[src/rtl/booth_arb_pkg.sv]
// Shared defaults, id-width helper and result FIFO entry type for booth_mult_arbiter.
package booth_arb_pkg;
    localparam int N_DEF          = 8;
    localparam int NREQ_DEF       = 4;
    localparam int MUL_LAT_DEF    = 3;
    localparam int FIFO_DEPTH_DEF = 5;

    function automatic int id_w(input int n);
        return (n > 2) ? $clog2(n) : 1;
    endfunction

    localparam int ID_W_DEF = id_w(NREQ_DEF);

    typedef struct packed {
        logic signed [2*N_DEF-1:0] data;
        logic [ID_W_DEF-1:0]       id;
    } res_entry_t;
endpackage

[src/rtl/booth_mult_arbiter_if.sv]
// Request, multiplier and result buses of booth_mult_arbiter.
interface booth_mult_arbiter_if #(
    parameter int N    = booth_arb_pkg::N_DEF,
    parameter int NREQ = booth_arb_pkg::NREQ_DEF
);
    import booth_arb_pkg::*;
    localparam int IDW = id_w(NREQ);

    logic [NREQ-1:0]     req_valid;
    logic [NREQ*N-1:0]   req_a;
    logic [NREQ*N-1:0]   req_b;
    logic [NREQ-1:0]     req_ready;
    logic signed [N-1:0] mul_a;
    logic signed [N-1:0] mul_b;
    logic signed [2*N-1:0] mul_prod;
    logic                res_valid;
    logic                res_ready;
    logic signed [2*N-1:0] res_data;
    logic [IDW-1:0]      res_id;

    modport slave (
        input  req_valid, req_a, req_b, mul_prod, res_ready,
        output req_ready, mul_a, mul_b, res_valid, res_data, res_id
    );
    modport master (
        output req_valid, req_a, req_b, mul_prod, res_ready,
        input  req_ready, mul_a, mul_b, res_valid, res_data, res_id
    );
endinterface

[src/rtl/booth_arb_fifo.sv]
// First-word fall-through result FIFO; head reads as zero while empty.
module booth_arb_fifo
    import booth_arb_pkg::*;
#(
    parameter int  DEPTH   = FIFO_DEPTH_DEF,
    parameter type entry_t = res_entry_t
) (
    input  logic   i_clk,
    input  logic   i_rst,
    input  logic   i_push,
    input  entry_t i_wdata,
    input  logic   i_pop,
    output entry_t o_rdata,
    output logic   o_full,
    output logic   o_empty,
    output logic [$clog2(DEPTH+1)-1:0] o_count
);
    localparam int PW = (DEPTH > 1) ? $clog2(DEPTH) : 1;
    localparam int CW = $clog2(DEPTH + 1);

    entry_t        r_mem [DEPTH];
    logic [PW-1:0] r_wptr, r_rptr;
    logic [CW-1:0] r_count;
    logic          w_push, w_pop;

    function automatic logic [PW-1:0] nxt(input logic [PW-1:0] p);
        return (p == PW'(DEPTH - 1)) ? '0 : p + PW'(1);
    endfunction

    assign o_full  = (r_count == CW'(DEPTH));
    assign o_empty = (r_count == '0);
    assign o_count = r_count;
    assign w_push  = i_push && !o_full;
    assign w_pop   = i_pop && !o_empty;
    assign o_rdata = o_empty ? '0 : r_mem[r_rptr];

    always_ff @(posedge i_clk) begin
        if (w_push) r_mem[r_wptr] <= i_wdata;
    end

    always_ff @(posedge i_clk) begin
        if (i_rst) begin
            r_wptr  <= '0;
            r_rptr  <= '0;
            r_count <= '0;
        end else begin
            if (w_push) r_wptr <= nxt(r_wptr);
            if (w_pop)  r_rptr <= nxt(r_rptr);
            r_count <= r_count + CW'(w_push) - CW'(w_pop);
        end
    end
endmodule

[src/rtl/booth_mult_arbiter.sv]
// Round-robin front end sharing one external pipelined Booth multiplier.
// Statistics counters are built only when BOOTH_ARB_STATS_EN is defined.
module booth_mult_arbiter
    import booth_arb_pkg::*;
#(
    parameter int N          = N_DEF,
    parameter int NREQ       = NREQ_DEF,
    parameter int MUL_LAT    = MUL_LAT_DEF,
    parameter int FIFO_DEPTH = FIFO_DEPTH_DEF
) (
    input  logic        i_clk,
    input  logic        i_rst,
    booth_mult_arbiter_if.slave bus,
    output logic        o_busy,
    output logic [31:0] o_stat_issued,
    output logic [31:0] o_stat_stall
);
    localparam int IDW = id_w(NREQ);
    localparam int CW  = $clog2(FIFO_DEPTH + 1);

    typedef struct packed {
        logic signed [2*N-1:0] data;
        logic [IDW-1:0]        id;
    } entry_t;

    logic [CW-1:0]              r_cnt;
    logic [IDW-1:0]             r_ptr;
    logic signed [N-1:0]        r_mul_a, r_mul_b;
    // Index 0 lines up with the operand registers, index MUL_LAT with mul_prod.
    logic [MUL_LAT:0]           r_vld_pipe;
    logic [MUL_LAT:0][IDW-1:0]  r_id_pipe;

    logic                       w_credit, w_found, w_issue, w_pop;
    logic                       w_full, w_empty;
    logic [IDW:0]               w_sum;
    logic [IDW-1:0]             w_gnt_idx;
    logic [NREQ-1:0]            w_gnt;
    logic [CW-1:0]              w_count;
    entry_t                     w_wdata, w_rdata;

    assign w_credit = !i_rst && (r_cnt < CW'(FIFO_DEPTH));

    always_comb begin
        w_found   = 1'b0;
        w_gnt_idx = '0;
        w_sum     = '0;
        for (int k = 0; k < NREQ; k++) begin
            w_sum = {1'b0, r_ptr} + (IDW+1)'(k);
            if (w_sum >= (IDW+1)'(NREQ)) w_sum = w_sum - (IDW+1)'(NREQ);
            if (!w_found && bus.req_valid[w_sum[IDW-1:0]]) begin
                w_found   = 1'b1;
                w_gnt_idx = w_sum[IDW-1:0];
            end
        end
        w_gnt = '0;
        if (w_found && w_credit) w_gnt[w_gnt_idx] = 1'b1;
    end

    assign bus.req_ready = w_gnt;
    assign w_issue       = |w_gnt;
    assign w_pop         = !w_empty && bus.res_ready;

    always_ff @(posedge i_clk) begin
        if (i_rst) begin
            r_cnt      <= '0;
            r_ptr      <= '0;
            r_mul_a    <= '0;
            r_mul_b    <= '0;
            r_vld_pipe <= '0;
            r_id_pipe  <= '0;
        end else begin
            r_mul_a    <= w_issue ? $signed(bus.req_a[int'(w_gnt_idx)*N +: N]) : '0;
            r_mul_b    <= w_issue ? $signed(bus.req_b[int'(w_gnt_idx)*N +: N]) : '0;
            r_vld_pipe <= {r_vld_pipe[MUL_LAT-1:0], w_issue};
            r_id_pipe  <= {r_id_pipe[MUL_LAT-1:0], w_gnt_idx};
            r_cnt      <= r_cnt + CW'(w_issue) - CW'(w_pop);
            if (w_issue)
                r_ptr <= (w_gnt_idx == IDW'(NREQ - 1)) ? '0 : w_gnt_idx + IDW'(1);
        end
    end

    assign bus.mul_a = r_mul_a;
    assign bus.mul_b = r_mul_b;
    assign w_wdata   = '{data: bus.mul_prod, id: r_id_pipe[MUL_LAT]};

    booth_arb_fifo #(.DEPTH(FIFO_DEPTH), .entry_t(entry_t)) u_fifo (
        .i_clk   (i_clk),
        .i_rst   (i_rst),
        .i_push  (r_vld_pipe[MUL_LAT] && !w_full),
        .i_wdata (w_wdata),
        .i_pop   (w_pop),
        .o_rdata (w_rdata),
        .o_full  (w_full),
        .o_empty (w_empty),
        .o_count (w_count)
    );

    assign bus.res_valid = !w_empty;
    assign bus.res_data  = w_rdata.data;
    assign bus.res_id    = w_rdata.id;
    assign o_busy        = (|r_vld_pipe) || (w_count != '0);

`ifdef BOOTH_ARB_STATS_EN
    logic [31:0] r_stat_issued, r_stat_stall;

    always_ff @(posedge i_clk) begin
        if (i_rst) begin
            r_stat_issued <= '0;
            r_stat_stall  <= '0;
        end else begin
            if (w_issue && r_stat_issued != '1) r_stat_issued <= r_stat_issued + 32'd1;
            if ((|bus.req_valid) && !w_credit && r_stat_stall != '1)
                r_stat_stall <= r_stat_stall + 32'd1;
        end
    end

    assign o_stat_issued = r_stat_issued;
    assign o_stat_stall  = r_stat_stall;
`else
    assign o_stat_issued = '0;
    assign o_stat_stall  = '0;
`endif
endmodule

[src/flat_wrapper.sv]
// flat-port wrapper written by rule: the top's interface ports become plain ports
module booth_mult_arbiter_flat import booth_arb_pkg::*;
#(
    parameter int N          = N_DEF,
    parameter int NREQ       = NREQ_DEF,
    parameter int MUL_LAT    = MUL_LAT_DEF,
    parameter int FIFO_DEPTH = FIFO_DEPTH_DEF
)
  (i_clk, i_rst, o_busy, o_stat_issued, o_stat_stall, bus_req_valid, bus_req_a, bus_req_b, bus_mul_prod, bus_res_ready, bus_req_ready, bus_mul_a, bus_mul_b, bus_res_valid, bus_res_data, bus_res_id);
  booth_mult_arbiter_if #(.N(N), .NREQ(NREQ)) bus_i ();
  input  logic i_clk;
  input  logic i_rst;
  output logic o_busy;
  output logic [31:0] o_stat_issued;
  output logic [31:0] o_stat_stall;
  input wire logic [$bits(bus_i.req_valid)-1:0] bus_req_valid;
  input wire logic [$bits(bus_i.req_a)-1:0] bus_req_a;
  input wire logic [$bits(bus_i.req_b)-1:0] bus_req_b;
  input wire logic [$bits(bus_i.mul_prod)-1:0] bus_mul_prod;
  input wire logic [$bits(bus_i.res_ready)-1:0] bus_res_ready;
  output wire logic [$bits(bus_i.req_ready)-1:0] bus_req_ready;
  output wire logic [$bits(bus_i.mul_a)-1:0] bus_mul_a;
  output wire logic [$bits(bus_i.mul_b)-1:0] bus_mul_b;
  output wire logic [$bits(bus_i.res_valid)-1:0] bus_res_valid;
  output wire logic [$bits(bus_i.res_data)-1:0] bus_res_data;
  output wire logic [$bits(bus_i.res_id)-1:0] bus_res_id;
  assign bus_i.req_valid = bus_req_valid;
  assign bus_i.req_a = bus_req_a;
  assign bus_i.req_b = bus_req_b;
  assign bus_i.mul_prod = bus_mul_prod;
  assign bus_i.res_ready = bus_res_ready;
  assign bus_req_ready = bus_i.req_ready;
  assign bus_mul_a = bus_i.mul_a;
  assign bus_mul_b = bus_i.mul_b;
  assign bus_res_valid = bus_i.res_valid;
  assign bus_res_data = bus_i.res_data;
  assign bus_res_id = bus_i.res_id;
  booth_mult_arbiter #(.N(N), .NREQ(NREQ), .MUL_LAT(MUL_LAT), .FIFO_DEPTH(FIFO_DEPTH)) u_core (.i_clk(i_clk), .i_rst(i_rst), .bus(bus_i), .o_busy(o_busy), .o_stat_issued(o_stat_issued), .o_stat_stall(o_stat_stall));
endmodule
[config.mk]
export PLATFORM = sky130hd
export DESIGN_NAME = booth_mult_arbiter_flat
export DESIGN_NICKNAME = d
export VERILOG_FILES = /design/src/rtl/booth_arb_pkg.sv /design/src/rtl/booth_mult_arbiter_if.sv /design/src/rtl/booth_arb_fifo.sv /design/src/rtl/booth_mult_arbiter.sv /design/src/flat_wrapper.sv
export SDC_FILE = /design/constraint.sdc
export NUM_CORES = 1
export LEC_CHECK = 0
export CAP_MARGIN = 20
export CORE_ASPECT_RATIO = 0.8
export CORE_UTILIZATION = 47
export DETAILED_ROUTE_END_ITERATION = 12
export HOLD_SLACK_MARGIN = 0.15
export PLACE_DENSITY = 0.82
export RECOVER_POWER = 25
export SYNTH_ARGS = -nofsm -noshare
export SYNTH_HDL_FRONTEND = slang
export SYNTH_SLANG_ARGS = --single-unit
export TNS_END_PERCENT = 1
[constraint.sdc]
create_clock -name i_clk -period 4.1 [get_ports i_clk]
set_input_delay 0.615 -clock i_clk [delete_from_list [all_inputs] [get_ports i_clk]]
set_output_delay 0.615 -clock i_clk [all_outputs]
set_load 0.01 [all_outputs]
==> metrics.csv <==
stage,metric,value,unit
run_status,status,"finished, final reports clean",
pwr,Sw Ratio,27.4,%
run,max_cap viols,0,
cts,TritonCTS clock tree,done,
global_route,vias in the first global route,3531,
global_route,first-pass GRT wire length,17.9,mm
critical_path,WS Path Type,in -> out,
die,Starting Density,48.6,%
die,die width,128,um
critical_path,crit-path max cell delay,0.54,ns
final_layout,nets@finish,663,
final_layout,share of layout cells above drive strength 1,11.8,%
timing,slew margin rel.,36.4,%
final_layout,"Area growth, synth to finish",30.6,%
timing,Tmin final,3.53,ns
cts,CTS resizes,0,
final_layout,# fillers,889,
final_layout,final std cells w/o fill,747,
critical_path,critical-path maximum fanout,4,
pwr,NetSw,1140,uW
die,I/O Pins,191,
logic_synthesis,count of cell types in the netlist,35,
pwr,internal power,3030,uW
timing,hold slack,0.427,ns
global_route,overall routing resource usage,18.8,%
die,core footprint,12300,um2
logic_synthesis,register bit total from synthesis,135,
pwr,Clk pwr share,34.7,%
logic_synthesis,synth warn,0,
cts,total CTS buffers,17,
cts,clk buf depth,2,
cts,Root Driver,clkbuf_16,
logic_synthesis,"Avg Cell Area, Syn",14.1,um2
critical_path,Critical Path Slowest Stage Cell,clkdlybuf4s50_1,
timing,"Period Utilization, post-route",86.2,%
placed_design,routability cong.,0.833,
critical_path,r2r setup slk,1.50,ns
pwr,total power,4170,uW
route,routed length per instance,15.9,um
route,TritonRoute pass-1 iters,4,
critical_path,critical path startpoint category,input pin,
route,Vias,3574,
route,DRC,0,
cts,Clock transition at path regs,0.06,ns
die,Die Y,103,um
critical_path,WP data required,3.48,ns
logic_synthesis,cells after synthesis,424,
logic_synthesis,Mapped Area,5970,um2
global_route,initial antenna violation count,1,
die,Core Rows,36,
critical_path,"Arr. time, crit path",2.92,ns
critical_path,worst-path cell chain,clkdlybuf4s50_1 -> nor2b_1 -> a21o_1 -> a211oi_2 -> inv_1 -> ha_1 -> inv_1 -> nor2_1 -> clkdlybuf4s50_1,
cts,TritonCTS sink count,135,
placed_design,Inst Count DP,714,
cts,hold bufs inserted after CTS,0,
pwr,PwrDens,534,nW/um2
route,Detailed Route Iter0 Violations,198,
placed_design,# port buffers,126,
timing,Setup Skew,0.00690,ns
pwr,VDD IR max,0.295,mV
cts,H-tree depth,4,
cts,"Setup Fix Bufs, Post-CTS",0,
pwr,Comb power frac,26.4,%
hold_path,hold crit path type,reg -> reg,
timing,setup tns final,0,ns
logic_synthesis,sequential fraction of the synthesis area,60.3,%
global_route,largest net degree at the start of global routing,34,
die,Die ar.,13200,um2
timing,final setup violation count,0,
critical_path,CP endpoint kind,primary output,
pwr,Leakage,0.00284,uW
timing,RSZ-0062 raised after global routing,no,
route,vias per cell,4.78,
route,final antenna-violating net count,0,
pwr,sequential power share,38.9,%
global_route,grt total ovfl,0,
route,final wirelength,11.8,mm
placed_design,post-DP HPWL,8.06,mm
timing,Slew Limit Fails,0,
timing,worst slew pin tran,0.953,ns
timing,fmax,283,MHz
cts,worst-skew pair later-pin latency,0.41,ns
timing,Final Hold Viols,0,
==> critical path: cells and delay by family <==
kind	cells	cell delay (ns)
and+or+nand+nor	2	0.27
adders and majority gates	1	0.22
buffers and inverters	4	1.30
AOI/OAI and AO/OA	2	0.51
==> routing by layer <==
layer  vias up  global-route usage, %  share of wire (%)
met3        14                   8.10                7.6
met4         0                   6.52                1.2
met5         -                      0                  0
met2       134                   33.2                 52
met1      1723                   20.4                 39
li1       1703                      -                  -
==> layout make-up <==
class	instances	area [um2]	area share, %
Antenna cell	1	2.50	0.0321
Inverter	17	63.8	0.818
Sequential cell	135	3600	46.2
Multi-Input combinational cell	255	2020	25.9
Clock inverter	14	133	1.70
Timing Repair Buffer	136	1340	17.1
Tap cell	171	214	2.74
Clock buffer	18	429	5.50
==> path summary, 6_finish.rpt <==
check	start	to	depth (start not counted)
max	bus_req_valid[2]	bus_req_ready[2]	9
min	u_core.r_id_pipe[0]$_SDFF_PP0_	u_core.r_id_pipe[2]$_SDFF_PP0_	1
max reg2reg	u_core.r_ptr[1]$_SDFFE_PP0N_	u_core.r_cnt[2]$_SDFF_PP0_	10
min reg2reg	u_core.r_id_pipe[0]$_SDFF_PP0_	u_core.r_id_pipe[2]$_SDFF_PP0_	1
==> metrics by stage <==
step	cell area (um2)	setup WS, ns	util, %
2_1_floorplan	6210	0.966	-
3_3_place_gp	7240	0.715	58.9
3_5_place_dp	7240	0.603	58.9
4_1_cts	7800	0.601	63.4
5_1_grt	7800	0.454	63.5
6_report	7800	0.565	63.5
==> state kept, by name (all words and copies together) (netlist names), named ones only <==
signal and flops:
u_core.u_fifo.r_mem 90, u_core.bus.mul_a 8, u_core.bus.mul_b 8, u_core.r_id_pipe 8, u_core.r_vld_pipe 4, u_core.r_cnt 3, u_core.u_fifo.o_count 3, u_core.u_fifo.r_rptr 3
u_core.u_fifo.r_wptr 3, u_core.r_ptr 2
==> kinds of logic after synthesis <==
group,Yosys count,share of synthesized area (%)
and+or+nand+nor,68,5.68
buffers and inverters,97,10.4
DFF,135,60.3
AOI/OAI and AO/OA,36,4.40
xor gates and xnor gates,3,0.440
muxes,70,15.5
adders and majority gates,14,3.18
other,1,0.0628
==> power groups by stage <==
stage                     sequential (uW)  clock (uW)  combinational (uW)
after floorplan                      1630           0                 676
after global placement               1650           0                1070
after detailed placement             1650           0                1110
after CTS                            1630        1470                1120
after global routing                 1640        1530                1200
final                                1620        1450                1100
==> cell usage in the layout (no fill, tap or decap), drive strengths merged, types with 8 or more instances in the layout <==
| cell type | n |
|---|---|
| clkdlybuf4s50 | 114 |
| edfxtp | 90 |
| conb | 64 |
| mux2i | 52 |
| dfxtp | 45 |
| nor2 | 32 |
| inv | 19 |
| mux4 | 18 |
| clkbuf | 18 |
| o22ai | 16 |
| nor2b | 14 |
| ha | 12 |
| dlygate4sd3 | 12 |
| buf | 10 |
| a21oi | 8 |
| clkinv | 8 |
==> Yosys cell counts <==
cell type | n | area [um2]
fa_1 | 2 | 40.0
mux4_2 | 18 | 405
buf_1 | 1 | 3.75
nor2_1 | 32 | 120
o41ai_2 | 1 | 16.3
a41oi_1 | 1 | 8.76
and2_1 | 1 | 6.26
a21o_1 | 2 | 15.0
o22ai_1 | 16 | 100
a211oi_2 | 1 | 12.5
nor4b_1 | 1 | 8.76
a311o_1 | 1 | 10.0
xor2_1 | 1 | 8.76
inv_1 | 17 | 63.8
nand2_2 | 2 | 12.5
nand2_1 | 4 | 15.0
buf_4 | 67 | 503
nand3b_1 | 2 | 15.0
buf_2 | 5 | 25.0
ha_1 | 12 | 150
dfxtp_1 | 45 | 901
a41oi_4 | 1 | 27.5
a211oi_1 | 3 | 22.5
o21ai_0 | 2 | 10.0
xnor2_1 | 2 | 17.5
clkbuf_1 | 7 | 26.3
nand2b_1 | 3 | 18.8
nor2b_1 | 14 | 87.6
nand4b_1 | 1 | 8.76
edfxtp_1 | 90 | 2700
mux2i_1 | 52 | 521
nor3_1 | 3 | 15.0
a21oi_1 | 8 | 40.0
nor4_1 | 5 | 31.3
conb_1 | 1 | 3.75
No activity file was read; power rests on OpenSTA's default activity.
